File: src/rtl/debug_pkg.sv
// Shared constants and state encoding for the host debug unit.
package debug_pkg;

    localparam logic [7:0]  CMD_LOAD       = 8'h4C;
    localparam logic [7:0]  CMD_STEP       = 8'h53;
    localparam logic [7:0]  CMD_RUN        = 8'h43;
    localparam logic [31:0] HALT_WORD_DEF  = 32'hFFFF_FFFF;
    localparam int          BYTES_PER_WORD = 4;
    localparam int          REG_WORDS      = 32;
    localparam int          MEM_WORDS      = 32;

    typedef enum logic [2:0] {
        ST_IDLE,
        ST_LOAD,
        ST_STEP,
        ST_RUN,
        ST_DUMP_SET,
        ST_DUMP_LATCH,
        ST_SEND,
        ST_WAIT_TX
    } state_t;

endpackage

File: src/rtl/debug_unit_word_serializer.sv
// Holds one dump word and presents it a byte at a time, MSB first,
// advancing on each transmitter handshake.
module word_serializer #(
    parameter int WORD_W = 32,
    parameter int BYTE_W = 8
) (
    input  logic              clk,
    input  logic              rst,
    input  logic              load,
    input  logic [WORD_W-1:0] word,
    input  logic              shift,
    output logic [BYTE_W-1:0] data_byte,
    output logic              last
);

    localparam int BYTES = WORD_W / BYTE_W;
    localparam int CNT_W = (BYTES > 1) ? $clog2(BYTES) : 1;

    logic [WORD_W-1:0] word_q;
    logic [CNT_W-1:0]  cnt;

    always_ff @(posedge clk or posedge rst) begin
        if (rst) begin
            word_q <= '0;
            cnt    <= '0;
        end else if (load) begin
            word_q <= word;
            cnt    <= '0;
        end else if (shift) begin
            word_q <= word_q << BYTE_W;
            cnt    <= cnt + CNT_W'(1);
        end
    end

    assign data_byte = word_q[WORD_W-1 -: BYTE_W];
    assign last      = (cnt == CNT_W'(BYTES - 1));

endmodule

File: src/rtl/debug_unit.sv
// Host debug controller: program load, step/run control and state dump over UART.
// DEBUG_MEM_DUMP_EN adds the 32 data-memory words to every dump.
module debug_unit
    import debug_pkg::*;
#(
    parameter int                 INST_SZ   = 32,
    parameter int                 PC_SZ     = 32,
    parameter int                 REG_SZ    = 5,
    parameter int                 BYTE_SZ   = 8,
    parameter logic [INST_SZ-1:0] HALT_WORD = HALT_WORD_DEF
) (
    input  logic               i_clk,
    input  logic               i_reset,
    input  logic               i_rx_done,
    input  logic [BYTE_SZ-1:0] i_rx_data,
    input  logic               i_tx_done,
    output logic               o_tx_start,
    output logic [BYTE_SZ-1:0] o_tx_data,
    input  logic [PC_SZ-1:0]   i_pc,
    input  logic [INST_SZ-1:0] i_reg,
    input  logic [INST_SZ-1:0] i_mem,
    input  logic               i_halt,
    output logic               o_write,
    output logic               o_enable,
    output logic [INST_SZ-1:0] o_instruction,
    output logic [REG_SZ-1:0]  o_debug_addr,
    output logic               o_busy
);

`ifdef DEBUG_MEM_DUMP_EN
    localparam int         DUMP_WORDS = 1 + REG_WORDS + MEM_WORDS;
    localparam logic [6:0] MEM_FIRST  = 7'(REG_WORDS + 1);
`else
    localparam int         DUMP_WORDS = 1 + REG_WORDS;
`endif
    localparam logic [6:0] LAST_WORD  = 7'(DUMP_WORDS - 1);

    state_t                     state, state_n;
    logic [1:0]                 byte_cnt;
    logic [INST_SZ-BYTE_SZ-1:0] shift_q;
    logic [INST_SZ-1:0]         instr_q;
    logic                       write_q;
    logic                       halted;
    logic [6:0]                 word_cnt;
    logic [REG_SZ-1:0]          addr_q;

    logic                       rx_ok;
    logic [INST_SZ-1:0]         load_word;
    logic [INST_SZ-1:0]         pc_word;
    logic [INST_SZ-1:0]         dump_src;
    logic                       ser_load, ser_shift, ser_last;
    logic [INST_SZ-1:0]         ser_word;
    logic                       dump_start, word_done;

    // A byte colliding with a tx handshake is only honoured mid-load.
    assign rx_ok     = i_rx_done && (state == ST_LOAD || !i_tx_done);
    assign load_word = {shift_q, i_rx_data};
    assign pc_word   = INST_SZ'(i_pc);

`ifdef DEBUG_MEM_DUMP_EN
    assign dump_src = (word_cnt >= MEM_FIRST) ? i_mem : i_reg;
`else
    logic unused_mem;
    assign dump_src   = i_reg;
    assign unused_mem = ^i_mem;
`endif

    always_comb begin
        state_n   = state;
        ser_load  = 1'b0;
        ser_word  = pc_word;
        ser_shift = 1'b0;
        case (state)
            ST_IDLE: begin
                if (rx_ok) begin
                    case (i_rx_data)
                        CMD_LOAD: state_n = ST_LOAD;
                        CMD_STEP, CMD_RUN: begin
                            if (halted) begin
                                state_n  = ST_SEND;
                                ser_load = 1'b1;
                            end else begin
                                state_n = (i_rx_data == CMD_STEP) ? ST_STEP : ST_RUN;
                            end
                        end
                        default: ;
                    endcase
                end
            end
            ST_LOAD: begin
                if (rx_ok && byte_cnt == 2'd3 && load_word == HALT_WORD)
                    state_n = ST_IDLE;
            end
            ST_STEP: begin
                state_n  = ST_SEND;
                ser_load = 1'b1;
            end
            ST_RUN: begin
                if (i_halt) begin
                    state_n  = ST_SEND;
                    ser_load = 1'b1;
                end
            end
            ST_DUMP_SET: state_n = ST_DUMP_LATCH;
            ST_DUMP_LATCH: begin
                state_n  = ST_SEND;
                ser_load = 1'b1;
                ser_word = dump_src;
            end
            ST_SEND: state_n = ST_WAIT_TX;
            ST_WAIT_TX: begin
                if (i_tx_done) begin
                    ser_shift = 1'b1;
                    if (!ser_last)
                        state_n = ST_SEND;
                    else if (word_cnt == LAST_WORD)
                        state_n = ST_IDLE;
                    else
                        state_n = ST_DUMP_SET;
                end
            end
            default: state_n = ST_IDLE;
        endcase
    end

    assign dump_start = ser_load && (state != ST_DUMP_LATCH);
    assign word_done  = (state == ST_WAIT_TX) && i_tx_done && ser_last;

    always_ff @(posedge i_clk or posedge i_reset) begin
        if (i_reset) begin
            state    <= ST_IDLE;
            byte_cnt <= '0;
            shift_q  <= '0;
            instr_q  <= '0;
            write_q  <= 1'b0;
            halted   <= 1'b0;
            word_cnt <= '0;
            addr_q   <= '0;
        end else begin
            state   <= state_n;
            write_q <= 1'b0;
            if (state == ST_IDLE && rx_ok && i_rx_data == CMD_LOAD) begin
                halted   <= 1'b0;
                byte_cnt <= '0;
            end
            if ((state == ST_STEP || state == ST_RUN) && i_halt)
                halted <= 1'b1;
            if (state == ST_LOAD && rx_ok) begin
                shift_q  <= load_word[INST_SZ-BYTE_SZ-1:0];
                byte_cnt <= byte_cnt + 2'd1;
                if (byte_cnt == 2'd3) begin
                    instr_q <= load_word;
                    write_q <= 1'b1;
                end
            end
            // Word 0 is the PC; the address only starts counting from the first register.
            if (dump_start) begin
                word_cnt <= '0;
                addr_q   <= '0;
            end else if (word_done) begin
                word_cnt <= word_cnt + 7'd1;
                if (word_cnt != 7'd0)
                    addr_q <= addr_q + REG_SZ'(1);
            end
        end
    end

    word_serializer #(
        .WORD_W (INST_SZ),
        .BYTE_W (BYTE_SZ)
    ) u_ser (
        .clk       (i_clk),
        .rst       (i_reset),
        .load      (ser_load),
        .word      (ser_word),
        .shift     (ser_shift),
        .data_byte (o_tx_data),
        .last      (ser_last)
    );

    assign o_tx_start    = (state == ST_SEND);
    assign o_enable      = (state == ST_STEP) || (state == ST_RUN);
    assign o_write       = write_q;
    assign o_instruction = instr_q;
    assign o_debug_addr  = addr_q;
    assign o_busy        = (state != ST_IDLE);

endmodule

File: config.mk
export PLATFORM = sky130hd
export DESIGN_NAME = debug_unit
export DESIGN_NICKNAME = d
export VERILOG_FILES = /design/src/rtl/debug_pkg.sv /design/src/rtl/debug_unit_word_serializer.sv /design/src/rtl/debug_unit.sv
export SDC_FILE = /design/constraint.sdc
export NUM_CORES = 1
export LEC_CHECK = 0
export CAP_MARGIN = 0
export CORE_MARGIN = 2
export CORE_UTILIZATION = 50
export DETAILED_ROUTE_END_ITERATION = 10
export PLACE_DENSITY = 0.85
export SLEW_MARGIN = 20
export SYNTH_ARGS = -nofsm -noshare
export SYNTH_HDL_FRONTEND = slang
export SYNTH_SLANG_ARGS = --single-unit
File: constraint.sdc
create_clock -name i_clk -period 6.15 [get_ports i_clk]
set_clock_uncertainty 0.15 [all_clocks]
set_input_delay 1.23 -clock i_clk [delete_from_list [all_inputs] [get_ports i_clk]]
set_output_delay 1.23 -clock i_clk [all_outputs]
set_load 0.02 [all_outputs]
==> reports/qor.csv <==
metric,value,unit
cp-end-kind,flop,
p_comb_share,36.8,%
drive_gt1_share,10.7,%
finalSetupViolCount,0,
drtAntennaViolNets,0,
yosysSeqAreaShare,54.6,%
ir_drop,0.000178,V
fp.coreArea,9730,sq um
r2r_end,o_instruction[12],
fin_crit_sh,58.7,%
cp_max_fo,27,
worstRegToRegCells,5,
syn_to_final_growth,30.0,%
most-common-layout-cells,"clkdlybuf4s50_1 (125), dfrtp_1 (109), nand2_1 (94)",
ioPinCount,158,
async_flop_share,100,%
track_usage,22.4,%
synth_fp_nets,564,
p_sw_share,36.7,%
maxCapViolations,0,
final_nets,670,
avgSynthCellArea,11.1,sq um
fin_crit,3.61,ns
layout_commonest_cell,clkdlybuf4s50_1,
portBuffers,125,
start_util,51.4,%
ys.flop_type,dfrtp_1,
slew_headroom,31.3,%
cts_tree,done,
drtIter0Drc,332,
grt_start_max_net_pins,56,
setup_tns,0,ns
ff2ff_setup_slack,3.02,ns
netlist-cell-type-count,45,
synth_edf_count,0,
clkLatencyLatePin,0.38,ns
netlist_instances,450,
crit_path_start,i_rx_done,
vias,3986,
internal_power,0.00163,W
p_per_area,397,nW/um^2
status,completed,
hpwl,8370,um
grt_pass1_wl,19500,um
clk_pin_slew,0.11,ns
dieArea,10800,sq um
cts_buffer_depth,2,
hold_path_depth,1,
setup.worst_path.end,o_instruction[12],
n_antenna_cell,0,
clock_power_share,18.5,%
yosys_warnings,0,
post-cts-setup-buffer-count,0,
cts_made_buffers,9,
crit_type,in -> reg,
fmax,0.277,GHz
wirelength,11900,um
leakage,2.94,nW
die_h,104,um
cts-root-buf,clkbuf_8,
ys_ff_latch,109,
drc,0,
fp-row-count,36,
worst_slew_pin_slew,1.02,ns
required,6.27,ns
grt_pass1_vias,3954,
cts_hold_buf,0,
viasPerCell,5.74,
whs,0.366,ns
grt_overflow,0,
die_w,104,um
antenna_found_initial,0,
gp_congestion,0.814,
syn_area,5000,sq um
drt_first_pass_iters,4,
hold_class,reg -> reg,
cts.sinks,109,
rsz0062_at_grt,false,
final_hold_viol_count,0,
start_kind,primary input,
htree_levels,3,
p_sw,0.000945,W
power_frac_seq,44.7,%
post_cts_resized,0,
critPathArrivalTime,3.73,ns
slew_viol_final,0,
r2r-start,state[2],
wire_per_inst,17.1,um
==> Yosys cell counts, drive strengths merged (4+ instances only) <==
cell type / instances / area, sq um
a22o: 24 / 210
mux2i: 17 / 170
a21oi: 13 / 68.8
o31ai: 4 / 30.0
ha: 5 / 62.6
buf: 22 / 141
or4: 5 / 37.5
o21ai: 8 / 40.0
clkbuf: 13 / 48.8
inv: 9 / 33.8
a221o: 25 / 251
nand3: 7 / 35.0
or3: 4 / 25.0
dfrtp: 109 / 2730
nor3: 5 / 30.0
nand4: 13 / 81.3
nand2: 94 / 353
nor2: 9 / 33.8
mux2: 32 / 360
==> how the worst min path moves through the flow <==
stage	start	slack (ns)	to
2_1_floorplan	shift_q[18]	0.31	shift_q[18]
3_3_place_gp	o_instruction[7]	0.34	o_instruction[7]
3_5_place_dp	o_instruction[25]	0.35	o_instruction[25]
4_1_cts	o_instruction[25]	0.37	o_instruction[25]
5_1_grt	o_instruction[13]	0.39	o_instruction[13]
6_report	o_instruction[25]	0.37	o_instruction[25]
==> cells by family after synthesis <==
logic type,count (synthesis),synth area share (%)
and+or+nand+nor,155,14.7
xor gates and xnor gates,5,0.876
adders and majority gates,5,1.25
muxes,49,10.6
buffers and inverters,44,4.48
DFF,109,54.6
AOI/OAI and AO/OA,83,13.5
==> registers in the layout, indices dropped and copies added (netlist names) <==
name / cells
o_write: 1
o_debug_addr: 5
state: 3
halted: 1
byte_cnt: 2
o_instruction: 32
word_cnt: 7
u_ser.cnt: 2
u_ser.word_q: 32
shift_q: 24
==> critical path: stages <==
cell,delay [ns]
clkdlybuf4s50_1,0.55
and3_1,0.81
nand2_1,0.44
buf_4,0.37
mux2_2,0.31
==> power by group through the flow <==
| stage | combinational, W | clock (W) | sequential [W] |
|---|---|---|---|
| 2_1_floorplan | 0.000598 | 0 | 0.00116 |
| 3_3_place_gp | 0.000915 | 0 | 0.00114 |
| 3_5_place_dp | 0.000950 | 0 | 0.00116 |
| 4_1_cts | 0.000955 | 0.000486 | 0.00115 |
| 5_1_grt | 0.00104 | 0.000518 | 0.00118 |
| 6_report | 0.000950 | 0.000476 | 0.00115 |
==> through the flow <==
step / instances / util, % / worst slack, ns / cell area, sq um / power [W]
CTS: 694 / 66.8 / 2.56 / 6500 / 0.00259
floorplan: 450 / - / 1.90 / 5000 / 0.00176
finish: 694 / 66.8 / 2.54 / 6500 / 0.00258
global placement: 678 / 64.5 / 2.26 / 6270 / 0.00206
global route: 694 / 66.8 / 2.39 / 6500 / 0.00273
detailed placement: 678 / 64.5 / 2.14 / 6270 / 0.00211
==> per-layer routing <==
| layer | global-route usage, % | part of all wire (%) | routed length [um] |
|---|---|---|---|
| met5 | 0 | 0 | 0 |
| met3 | 3.57 | 5.3 | 634 |
| met1 | 29.8 | 41 | 4860 |
| met4 | 11.8 | 3.6 | 433 |
| met2 | 35.7 | 50 | 5970 |
==> layout make-up <==
class | count | area [sq um]
multi-input cells | 297 | 2050
inverters | 9 | 36.3
repair buffers | 130 | 1290
flip-flops and latches | 109 | 2730
well taps | 133 | 166
fillers | 750 | 3230
clock inverters | 7 | 103
clock buffers | 9 | 124
Note: power is estimated with default switching activity, not from simulation.
